==> src/rtl/gyro_integ_pkg.sv <==
// Shared types, widths and helpers for the gyro heading integrator.
//   state_t          : controller states (IDLE, CAL, RUN)
//   ACC_W/YAW_W/HEAD_W : accumulator, raw sample and heading widths
//   FUSION_GAIN_DEF  : default per-sample guardrail correction magnitude
//   sat17to16        : clamp a 17-bit signed value into 16-bit signed range
package gyro_integ_pkg;

  typedef enum logic [1:0] {
    IDLE = 2'd0,
    CAL  = 2'd1,
    RUN  = 2'd2
  } state_t;

  localparam int unsigned ACC_W  = 27;
  localparam int unsigned YAW_W  = 16;
  localparam int unsigned HEAD_W = 12;

  localparam logic [ACC_W-1:0] FUSION_GAIN_DEF = 27'h0000100;

  // Overflow exists exactly when the two top bits disagree.
  function automatic logic [YAW_W-1:0] sat17to16(input logic [YAW_W:0] v);
    if (v[YAW_W] != v[YAW_W-1])
      return v[YAW_W] ? 16'h8000 : 16'h7FFF;
    else
      return v[YAW_W-1:0];
  endfunction

endpackage

==> src/rtl/gyro_cal_avg.sv <==
// Zero-rate offset calibration: averages 2^CAL_LOG yaw samples.
//   clk, rst   : clock, synchronous active-high reset (clears offset)
//   clr        : restart calibration (clears running sum and count, wins over vld)
//   vld        : sample strobe, already qualified by the controller's CAL state
//   yaw_rt     : signed raw yaw rate
//   offset     : signed average, floor of sum / 2^CAL_LOG
//   avg_done   : registered one-cycle pulse after the final sample
//   last_smpl  : combinational, high on the vld that completes the window
module gyro_cal_avg
  import gyro_integ_pkg::*;
#(
  parameter int unsigned CAL_LOG = 8
) (
  input  logic             clk,
  input  logic             rst,
  input  logic             clr,
  input  logic             vld,
  input  logic [YAW_W-1:0] yaw_rt,
  output logic [YAW_W-1:0] offset,
  output logic             avg_done,
  output logic             last_smpl
);

  localparam int unsigned SUM_W = CAL_LOG + YAW_W;

  logic [SUM_W-1:0]   cal_acc;
  logic [SUM_W-1:0]   sum_nxt;
  logic [CAL_LOG-1:0] smpl_cnt;

  always_comb begin
    sum_nxt = cal_acc + {{CAL_LOG{yaw_rt[YAW_W-1]}}, yaw_rt};
  end

  // Exposed combinationally so the controller can leave CAL on the same edge
  // that absorbs the final sample.
  assign last_smpl = vld && !clr && (smpl_cnt == '1);

  always_ff @(posedge clk) begin
    if (rst) begin
      cal_acc  <= '0;
      smpl_cnt <= '0;
      offset   <= '0;
      avg_done <= 1'b0;
    end else begin
      avg_done <= 1'b0;
      if (clr) begin
        cal_acc  <= '0;
        smpl_cnt <= '0;
      end else if (vld) begin
        smpl_cnt <= smpl_cnt + 1'b1;
        if (smpl_cnt == '1) begin
          // Taking the upper bits is an arithmetic shift right by CAL_LOG.
          offset   <= sum_nxt[SUM_W-1:CAL_LOG];
          avg_done <= 1'b1;
          cal_acc  <= '0;
        end else begin
          cal_acc <= sum_nxt;
        end
      end
    end
  end

endmodule

==> src/rtl/gyro_heading_integ.sv <==
// Gyro heading integrator: calibrates the zero-rate offset, integrates the
// offset-corrected yaw rate into a wrapping 12-bit heading while moving, and
// nudges it with a guardrail-IR fusion term.
//   clk, rst        : clock, synchronous active-high reset
//   strt_cal        : (re)start calibration, clears the heading
//   vld, yaw_rt     : sample strobe and signed raw yaw rate
//   moving          : integrate only while high
//   lftIR, rghtIR   : guardrail sensors driving the fusion correction
//   cal_done        : one-cycle pulse when calibration completes
//   rdy             : one-cycle pulse, heading updated for a RUN sample
//   heading         : acc[26:15], signed, wraps at +/-180 degrees
module gyro_heading_integ
  import gyro_integ_pkg::*;
#(
  parameter bit               FAST_SIM    = 1'b1,
  parameter int unsigned      CAL_LOG     = FAST_SIM ? 8 : 11,
  parameter logic [ACC_W-1:0] FUSION_GAIN = FUSION_GAIN_DEF
) (
  input  logic              clk,
  input  logic              rst,
  input  logic              strt_cal,
  input  logic              vld,
  input  logic [YAW_W-1:0]  yaw_rt,
  input  logic              moving,
  input  logic              lftIR,
  input  logic              rghtIR,
  output logic              cal_done,
  output logic              rdy,
  output logic [HEAD_W-1:0] heading
);

  state_t           state, state_nxt;
  logic             cal_vld, run_vld;
  logic             last_smpl;
  logic             avg_done;
  logic [YAW_W-1:0] offset;
  logic [YAW_W:0]   yaw_diff;
  logic [YAW_W-1:0] yaw_comp;
  logic [ACC_W-1:0] fus;
  logic [ACC_W-1:0] acc, acc_nxt;
  logic             rdy_q;

  gyro_cal_avg #(
    .CAL_LOG (CAL_LOG)
  ) u_cal (
    .clk       (clk),
    .rst       (rst),
    .clr       (strt_cal),
    .vld       (cal_vld),
    .yaw_rt    (yaw_rt),
    .offset    (offset),
    .avg_done  (avg_done),
    .last_smpl (last_smpl)
  );

  always_ff @(posedge clk) begin
    if (rst) state <= IDLE;
    else     state <= state_nxt;
  end

  always_comb begin
    state_nxt = state;
    if (strt_cal) begin
      state_nxt = CAL;
    end else begin
      case (state)
        CAL:     if (last_smpl) state_nxt = RUN;
        default: state_nxt = state;
      endcase
    end
  end

  // strt_cal discards any coincident sample.
  always_comb begin
    cal_vld = vld && !strt_cal && (state == CAL);
    run_vld = vld && !strt_cal && (state == RUN);
  end

  always_comb begin
    yaw_diff = {yaw_rt[YAW_W-1], yaw_rt} - {offset[YAW_W-1], offset};
    yaw_comp = sat17to16(yaw_diff);
    if (lftIR && !rghtIR)      fus = '0 - FUSION_GAIN;
    else if (rghtIR && !lftIR) fus = FUSION_GAIN;
    else                       fus = '0;
    acc_nxt = acc + {{(ACC_W-YAW_W){yaw_comp[YAW_W-1]}}, yaw_comp} + fus;
  end

  always_ff @(posedge clk) begin
    if (rst) begin
      acc   <= '0;
      rdy_q <= 1'b0;
    end else begin
      rdy_q <= run_vld;
      if (strt_cal)
        acc <= '0;
      else if (run_vld && moving)
        acc <= acc_nxt;
    end
  end

  assign rdy      = rdy_q;
  assign cal_done = avg_done;
  assign heading  = acc[ACC_W-1:ACC_W-HEAD_W];

endmodule
==> config.mk <==
export PLATFORM = sky130hd
export DESIGN_NAME = gyro_heading_integ
export DESIGN_NICKNAME = d
export VERILOG_FILES = /design/src/rtl/gyro_integ_pkg.sv /design/src/rtl/gyro_cal_avg.sv /design/src/rtl/gyro_heading_integ.sv
export SDC_FILE = /design/constraint.sdc
export NUM_CORES = 1
export LEC_CHECK = 0
export BUFFER_PORTS_ARGS = -buffer_cell sky130_fd_sc_hd__buf_2
export CORE_MARGIN = 3
export CORE_UTILIZATION = 40
export CTS_CLUSTER_SIZE = 16
export DETAILED_ROUTE_END_ITERATION = 10
export HOLD_SLACK_MARGIN = 0.02
export PLACE_DENSITY_LB_ADDON = 0.1
export SYNTH_ARGS = -nofsm -noshare
export SYNTH_HDL_FRONTEND = slang
export SYNTH_HIERARCHICAL = 1
export SYNTH_SLANG_ARGS = --single-unit
==> constraint.sdc <==
create_clock -name clk -period 7.15 [get_ports clk]
set_input_delay 1.43 -clock clk [delete_from_list [all_inputs] [get_ports clk]]
set_output_delay 1.43 -clock clk [all_outputs]
set_load 0.01 [all_outputs]
Word-level counts from Yosys, hierarchy flattened
Cells that the tools add are included.
{"block": "word_totals", "wordCells": 46, "inputBits": 23, "reg_bits": 79, "out_inout_bits": 14}
{"block": "op_classes", "n_bitwise": 2, "n_addsub": 5, "n_mux": 9, "eq_ne": 4, "reduce_logical": 18}
{"op": "$add 27x27->27", "count": 2}
{"op": "$mux 16", "count": 2}
{"op": "$mux 27", "count": 1}
{"op": "$add 24x24->24", "count": 1}
{"op": "$mux 24", "count": 1}
{"op": "$sub 16x16->17", "count": 1}
{"op": "$mux 9", "count": 1}
{"op": "$add 8x1->8 const B", "count": 1}
{"op": "$eq 8x8->1 const B", "count": 1}
{"op": "$logic_and 1x1->1", "count": 8}
{"op": "$mux 1", "count": 4}
{"op": "$reduce_and 2->1", "count": 2}
{"op": "$reduce_bool 2->1", "count": 2}
{"op": "$logic_not 1->1", "count": 3}
{"op": "$reduce_and 3->1", "count": 1}
{"op": "$reduce_or 3->1", "count": 1}
{"op": "$eq 2x1->1 const B", "count": 1}
{"op": "$eq 2x2->1 const B", "count": 1}
{"op": "$not 1->1", "count": 2}
{"op": "$reduce_or 2->1", "count": 1}
{"op": "$ne 1x1->1", "count": 1}

Depth between registers and ports, before layout
Gate-level depths: netlist of the first run.
{"block": "logic_depth", "word_depth": 8, "depth_mapped": 23, "depth_no_buf": 22}

Hierarchy
Netlist of the first run, hierarchy kept.
{"module": "gyro_heading_integ", "area_each_um2": 4091.4, "seq_area_each_um2": 600.6, "cells_each": 536, "n_inst": 1}
{"module": "gyro_cal_avg", "area_each_um2": 3086.7, "seq_area_each_um2": 980.9, "cells_each": 365, "n_inst": 1}

Worst setup path after synthesis of the first run
No wires, ideal clock.
{"block": "synth_path", "path_kind": "input to register", "startpoint": "in yaw_rt[0]", "endpoint": "reg acc[26]", "required_time_ps": 7080, "slack_ps": 1350, "stages": 22, "t_arrival_ps": 5730, "setup_ps": 70, "n_path_buf": 0, "cell_sequence": "inv_1 ha_1 fa_1 nor2b_1 o31a_2 o2111ai_2 a211oi_1 nand3b_1 nor2_1 mux2i_1 o21ai_0 fa_1 inv_1 ha_1 nand2_1 nor3_2 nand4_1 a31oi_1 a21oi_1 xnor2_1 or3_1 a21oi_1"}
{"block": "synth_between", "elab_chain_len": 5, "elab_cells_between_ends": 6, "classes_between": "add/sub (3); eq/ne (1); mux (2)"}
{"item": "start: declaration", "line_no": "gyro_heading_integ.sv:23", "rtl": "input logic [YAW_W-1:0] yaw_rt,"}
{"item": "$sub 16x16->17 *", "line_no": "gyro_heading_integ.sv:80", "rtl": "yaw_diff = {yaw_rt[YAW_W-1], yaw_rt} - {offset[YAW_W-1], offset};"}
{"item": "$mux 16 or $ne 1x1->1 (tied branches)", "line_no": "gyro_integ_pkg.sv:23, gyro_integ_pkg.sv:22"}
{"item": "$mux 16 *", "line_no": "gyro_integ_pkg.sv:22", "rtl": "if (v[YAW_W] != v[YAW_W-1])"}
{"item": "$add 27x27->27 * (2 in a row)", "line_no": "gyro_heading_integ.sv:85", "rtl": "acc_nxt = acc + {{(ACC_W-YAW_W){yaw_comp[YAW_W-1]}}, yaw_comp} + fus;"}
{"item": "end signal: assignment", "line_no": "gyro_heading_integ.sv:97", "rtl": "acc <= acc_nxt;"}
{"item": "end: declaration", "line_no": "gyro_heading_integ.sv:40", "rtl": "logic [ACC_W-1:0] acc, acc_nxt;"}
Every way passes the cells marked *; elsewhere a longest branch is shown, timed or not.
A chain may end at the register's enable or synchronous reset.

Final worst setup path of the first run
Same ends and word-level chain as after synthesis.

==> results.ini, run 1 <==
[timing]
finalCritPeriodShare = 0.874
setup_viol = 0
final_hold_viol_count = 0
worstMarginPinSlew_ps = 1130
rsz0062_at_grt = false
max_freq_ghz = 0.160
relSlewSlack = 0.243
period_needed_ps = 6250
skew_ps = 6.81
tns_ps = 0
slew_violations = 0

[critical_path]
crit_required_ps = 7430
end_kind = flop
worstPathCellList = buf_2, inv_1, ha_1, fa_1, nor2b_1, o31a_2, o2111ai_2, a211oi_1, nand3b_1, nor2_1, mux2i_1, o21ai_0, fa_1, inv_1, ha_1, nand2_1, nor3_2, nand4_1, a31oi_1, a21oi_1, xnor2_1, or3_1, a21oi_1
cp.arrival_ps = 6530
rr_worst_depth = 21
endpoint = acc[26]$_SDFFE_PP0P_
crit_slowest_cell = fa_1
critPathMaxFanout = 8
ff2ff_setup_slack_ps = 1770
critPathTopFamily = adder cells
worstPathBufferInverterCount = 3
crit_cells = 23
r2r_start = u_cal/offset[0]$_SDFFE_PP0P_
start_kind = input port
rr_endpoint = acc[26]$_SDFFE_PP0P_
crit_start = yaw_rt[0]
worstSetupPathType = input port to flop
slowest_delay_ps = 540

[floorplan]
die_w_um = 140
coreArea_um2 = 17400
die_y_um = 140
io_pins = 37
dieArea_um2 = 19600
rows = 48
start_util = 0.412

[detailed_routing]
ant_nets = 0
wl_um = 17900
dr.first_iter.drc_count = 290
drcViolationCount = 0
wire_per_inst_um = 15.8
vias = 6100
dr.pass1.iters = 4
vias_per_cell = 5.36

[clock_tree]
clk_path_buf_depth = 2
cts_made_buffers = 9
cts_tree = yes
clkTransAtPathRegs_ps = 70
cts_resized = 0
clk-insertion-delay-late_ps = 350
cts-root-buf = clkbuf_16
post_cts_buffers = 0
cts_hold_buf = 0
clock_sinks = 79
htree_levels = 3

[yosys]
synth_top_area_share = 0.220
synth-xor-area-share = 0.0671
synth_edf_count = 0
synth.avg_cell_area_um2 = 7.97
ys_types = 78
ys_top_cells_by_area = dfxtp_1, ha_1, a21oi_1
synth.largest_area_cell = dfxtp_1
syn_area_um2 = 7180
yosys.area_share.simple = 0.180
synth_top_family_by_area = compound AO/OA/AOI/OAI gates
synth_mux_area_frac = 0.0108
synth_nets = 1020
ys.flop_type = dfxtp_1
synth_adder_area_share = 0.189
async_reset_ff_frac = 0
ys_warn_count = 6
ys_seq_area_frac = 0.220
synth_compound_gate_area_share = 0.259
synth_seq_cells = 79
synthCells = 901

[finish]
antenna_cells = 0
final_common_cell = a21oi_1
drive_gt1_frac = 0.0976
fillerInstances = 1805
layout_common_cells = a21oi_1, nand2_1, inv_1, dfxtp_1
area_delta_synth_final_pct = 7.58
final_area_um2 = 7720
seq_area_um2 = 1580
nNetsFinal = 1026
multi_input_area_um2 = 5070

[global_routing]
grt_start_max_net_pins = 31
grt_pass1_vias = 6043
antenna_found_initial = 0
grt_pass1_wl_um = 29800
gr-total-overflow = 0
track_usage = 0.187

[power_and_ir_drop]
switching_share = 0.339
p_comb_frac = 0.263
seq_power_share = 0.363
p_leak_uw = 0.00333
total_power_uw = 1220
intPower_uw = 806
powerDensity_nw_per_um2 = 158
p_sw_uw = 414
pwr-share-clk = 0.374
ir_worst_vdd_v = 0.000108

[placement]
place_area_um2 = 7440
hpwl_um = 14000
io_buffers = 36
routabilityCongestion = 0.828

[job]
drv_cap = 0

[min_path]
hold_class = flop to flop

[run_status]
status = complete, no violations

-- worst min-delay path by stage --
stage	from	end	slack, ps	depth (start not counted)
floorplan	u_cal/cal_acc[22]$_SDFFE_PP0P_	u_cal/cal_acc[22]$_SDFFE_PP0P_	430	2
global placement	acc[13]$_SDFFE_PP0P_	acc[13]$_SDFFE_PP0P_	440	2
detailed placement	acc[9]$_SDFFE_PP0P_	acc[9]$_SDFFE_PP0P_	450	2
CTS	acc[9]$_SDFFE_PP0P_	acc[9]$_SDFFE_PP0P_	460	2
global route	acc[10]$_SDFFE_PP0P_	acc[10]$_SDFFE_PP0P_	470	2
finish	acc[14]$_SDFFE_PP0P_	acc[14]$_SDFFE_PP0P_	450	2
-- layer usage --
| metal | wire length, um | GRT usage | vias to the layer above |
|---|---|---|---|
| met4 | 183 | 0.0464 | 0 |
| met2 | 9160 | 0.339 | 58 |
| met1 | 8110 | 0.227 | 2859 |
| li1 | - | - | 3169 |
| met5 | 0 | 0 | - |
| met3 | 464 | 0.0352 | 14 |
-- cells by family (layout without fill, tap and decap cells) --
family / count (synthesis) / in the layout
XOR/XNOR: 55 / 55
AO/OA/AOI/OAI: 273 / 273
AND/OR/NAND/NOR: 267 / 267
multiplexers: 6 / 6
buffers and inverters: 125 / 136
adder cells (fa/ha/maj): 96 / 96
flip-flops: 79 / 79
-- flip-flops by register name (all words and copies together) (netlist names) --
signal and count:
u_cal/smpl_cnt 8, u_cal/cal_acc 24, state 2, u_cal/offset 16
acc 27, rdy 1, u_cal/avg_done 1
-- cell usage after synthesis, types with 11 or more instances --
| cell | n |
|---|---|
| o21ai_0 | 31 |
| nor2_1 | 75 |
| xnor2_1 | 33 |
| nand4_1 | 14 |
| ha_1 | 75 |
| buf_4 | 12 |
| a21o_1 | 34 |
| nand2_1 | 91 |
| a211oi_1 | 11 |
| a22o_1 | 12 |
| nand3_1 | 13 |
| xor2_1 | 22 |
| nor3_1 | 11 |
| clkbuf_1 | 23 |
| a21oi_1 | 93 |
| inv_1 | 81 |
| fa_1 | 21 |
| dfxtp_1 | 79 |
| o21a_1 | 15 |
-- through the flow --
stage / cells / hold slack [ps] / worst slack [ps] / utilization
floorplan: 901 / 429 / 1350 / -
global placement: 1121 / 442 / 688 / 0.427
detailed placement: 1121 / 445 / 514 / 0.427
CTS: 1137 / 455 / 865 / 0.443
global route: 1137 / 475 / 426 / 0.443
finish: 1137 / 452 / 903 / 0.443
-- power groups by stage --
stage / combinational (uW) / sequential, uW / clock [uW]
floorplan: 246 / 453 / 0
global placement: 323 / 453 / 0
detailed placement: 322 / 453 / 0
CTS: 324 / 443 / 474
global route: 362 / 443 / 488
finish: 322 / 443 / 456
-- worst min-delay path: stages (launching register included) --
cell	delay, ps
dfxtp_1	310
nand2_1	50
a21oi_1	50
-- final cells by class --
class / count / area share
inverter: 81 / 0.0394
tap: 225 / 0.0365
clock buffer: 9 / 0.0292
clock inverter: 7 / 0.00729
sequential: 79 / 0.205
multi-input combinational: 697 / 0.657
timing repair buffer: 39 / 0.0262
(Power assumes the default switching activity.)
==> run 2, diff against run 1 <==
--- a/config.mk
+++ b/config.mk
@@ -6,8 +6,10 @@
 export NUM_CORES = 1
 export LEC_CHECK = 0
 export BUFFER_PORTS_ARGS = -buffer_cell sky130_fd_sc_hd__buf_2
+export CELL_PAD_IN_SITES_DETAIL_PLACEMENT = 1
+export CELL_PAD_IN_SITES_GLOBAL_PLACEMENT = 2
 export CORE_MARGIN = 3
-export CORE_UTILIZATION = 40
+export CORE_UTILIZATION = 38
 export CTS_CLUSTER_SIZE = 16
 export DETAILED_ROUTE_END_ITERATION = 10
 export HOLD_SLACK_MARGIN = 0.02
==> run 2 against run 1 <==
Against the previous run: first-iteration DRC count is 40% lower; utilization shrank 1.8 points; critical path depth is the same; critical endpoint unchanged.
==> results.ini, run 2 (synthesized netlist as in run 1, its figures left out) <==
[clock_tree]
clkTransAtPathRegs_ps = 70  ; about the same
post_cts_buffers = 0  ; unchanged
cts_hold_buf = 0  ; unchanged
cts_resized = 0  ; unchanged
cts-root-buf = clkbuf_16
clock_sinks = 79  ; unchanged
clk_path_buf_depth = 2  ; unchanged
cts_made_buffers = 9  ; unchanged
htree_levels = 3  ; unchanged
clk-insertion-delay-late_ps = 360  ; about the same
cts_tree = yes

[floorplan]
dieArea_um2 = 20600  ; +5.0%
start_util = 0.393  ; -0.0192
coreArea_um2 = 18300  ; +4.9%
rows = 49  ; +2.1%
die_w_um = 143  ; +2.5%
die_y_um = 143  ; +2.5%
io_pins = 37  ; unchanged

[detailed_routing]
vias_per_cell = 5.57  ; +3.9%
ant_nets = 0  ; unchanged
drcViolationCount = 0  ; unchanged
dr.pass1.iters = 4  ; unchanged
vias = 6366  ; +4.4%
met3_length_um = 409  ; -12%
wl_um = 20300  ; +13%
routed.top_layer = met4
wl_met2_um = 10600  ; +16%
met1_length_um = 8800  ; +8.6%
wire_per_inst_um = 17.8  ; +13%
dr.first_iter.drc_count = 174  ; -40%

[timing]
skew_ps = 9.80  ; +2.99 ps
max_freq_ghz = 0.159  ; -0.60%
period_needed_ps = 6290  ; +37.6 ps
rsz0062_at_grt = false
worstMarginPinSlew_ps = 1130  ; -1.98 ps
final_hold_viol_count = 0  ; unchanged
slew_violations = 0  ; unchanged
finalCritPeriodShare = 0.879  ; +0.00526
tns_ps = 0  ; unchanged
relSlewSlack = 0.244  ; +0.00133
setup_viol = 0  ; unchanged

[placement]
routabilityCongestion = 0.843  ; +1.8%
io_buffers = 36  ; unchanged
hpwl_um = 16200  ; +16%

[critical_path]
critPathMaxFanout = 8  ; unchanged
ff2ff_setup_slack_ps = 1740  ; -30 ps
crit_required_ps = 7430  ; about the same
start_kind = input port
rr_worst_depth = 21  ; unchanged
end_kind = flop
rr_endpoint = acc[26]$_SDFFE_PP0P_
worstSetupPathType = input port to flop
cp.arrival_ps = 6570  ; +40 ps
r2r_start = u_cal/offset[0]$_SDFFE_PP0P_

[global_routing]
grt_pass1_wl_um = 33800  ; +13%
gr-total-overflow = 0  ; unchanged
antenna_found_initial = 0  ; unchanged
track_usage = 0.204  ; +0.0179
grt_pass1_vias = 6942  ; +15%
grt_start_max_net_pins = 31  ; unchanged

[finish]
regMostFlops = acc
final_common_cell = a21oi_1
largest_reg_flops = 27  ; unchanged
drive_gt1_frac = 0.0986  ; +0.000988
nNetsFinal = 1027  ; +0.097%
reg_top3 = acc: 27 flops, u_cal/cal_acc: 24 flops, u_cal/offset: 16 flops
layout_common_cells = a21oi_1, nand2_1, inv_1, dfxtp_1
area_delta_synth_final_pct = 8.21
antenna_cells = 0  ; unchanged
finish.utilization = 0.425  ; -0.0182

[power_and_ir_drop]
powerDensity_nw_per_um2 = 164  ; +3.8%
p_leak_uw = 0.00334  ; +0.37%
ir_worst_vdd_v = 0.000108  ; +0.39%

[min_path]
hold_class = flop to flop
hold_start = u_cal/cal_acc[21]$_SDFFE_PP0P_
worstHoldEndpoint = u_cal/cal_acc[21]$_SDFFE_PP0P_
hold_depth = 2  ; unchanged

[job]
drv_cap = 0  ; unchanged

[run_status]
status = complete, no violations

-- run 2: worst max-delay path by stage --
stage	to	slack, ps	from	cells past startpoint
6_report	acc[26]$_SDFFE_PP0P_	860	yaw_rt[0]	23
3_5_place_dp	acc[26]$_SDFFE_PP0P_	500	yaw_rt[0]	23
2_1_floorplan	acc[26]$_SDFFE_PP0P_	1350	yaw_rt[0]	22
4_1_cts	acc[26]$_SDFFE_PP0P_	880	yaw_rt[0]	23
3_3_place_gp	acc[26]$_SDFFE_PP0P_	710	yaw_rt[0]	23
5_1_grt	acc[26]$_SDFFE_PP0P_	440	yaw_rt[0]	23
-- run 2: area by class of cell --
class | instances | area (um^2)
clock buffers | 9 | 225
well taps | 229 | 287
multi-input cells | 697 | 5070
repair buffers | 40 | 210
fillers | 2230 | 10500
flip-flops and latches | 79 | 1580
clock inverters | 7 | 88.8
inverters | 81 | 304
-- run 2: report_power, final --
| part | internal [uW] | total, uW | switching [uW] |
|---|---|---|---|
| registers | 442 | 443 | 1.49 |
| clock network | 278 | 499 | 221 |
| logic | 126 | 332 | 206 |
-- run 2: worst max-delay path, stage by stage --
cell and delay, ps:
buf_2 100, inv_1 40, ha_1 220, fa_1 410, nor2b_1 170, o31a_2 180, o2111ai_2 130, a211oi_1 200
nand3b_1 170, nor2_1 50, mux2i_1 520, o21ai_0 270, fa_1 530, inv_1 40, ha_1 380, nand2_1 130
nor3_2 310, nand4_1 170, a31oi_1 350, a21oi_1 140, xnor2_1 160, or3_1 300, a21oi_1 140
-- run 2: metal layers --
layer,up-vias,track usage
met5,-,0
met4,0,0.0649
met3,26,0.0286
met2,73,0.384
met1,3095,0.238
li1,3172,-
-- run 2: metrics by stage --
stage	cells	hold slack (ps)	total power (uW)	area (um^2)	worst slack [ps]
6_report	1142	456	1270	7770	865
5_1_grt	1142	485	1350	7770	440
4_1_cts	1142	460	1300	7770	878
3_5_place_dp	1126	451	786	7450	500
3_3_place_gp	1126	438	777	7450	714
2_1_floorplan	901	429	699	7180	1350
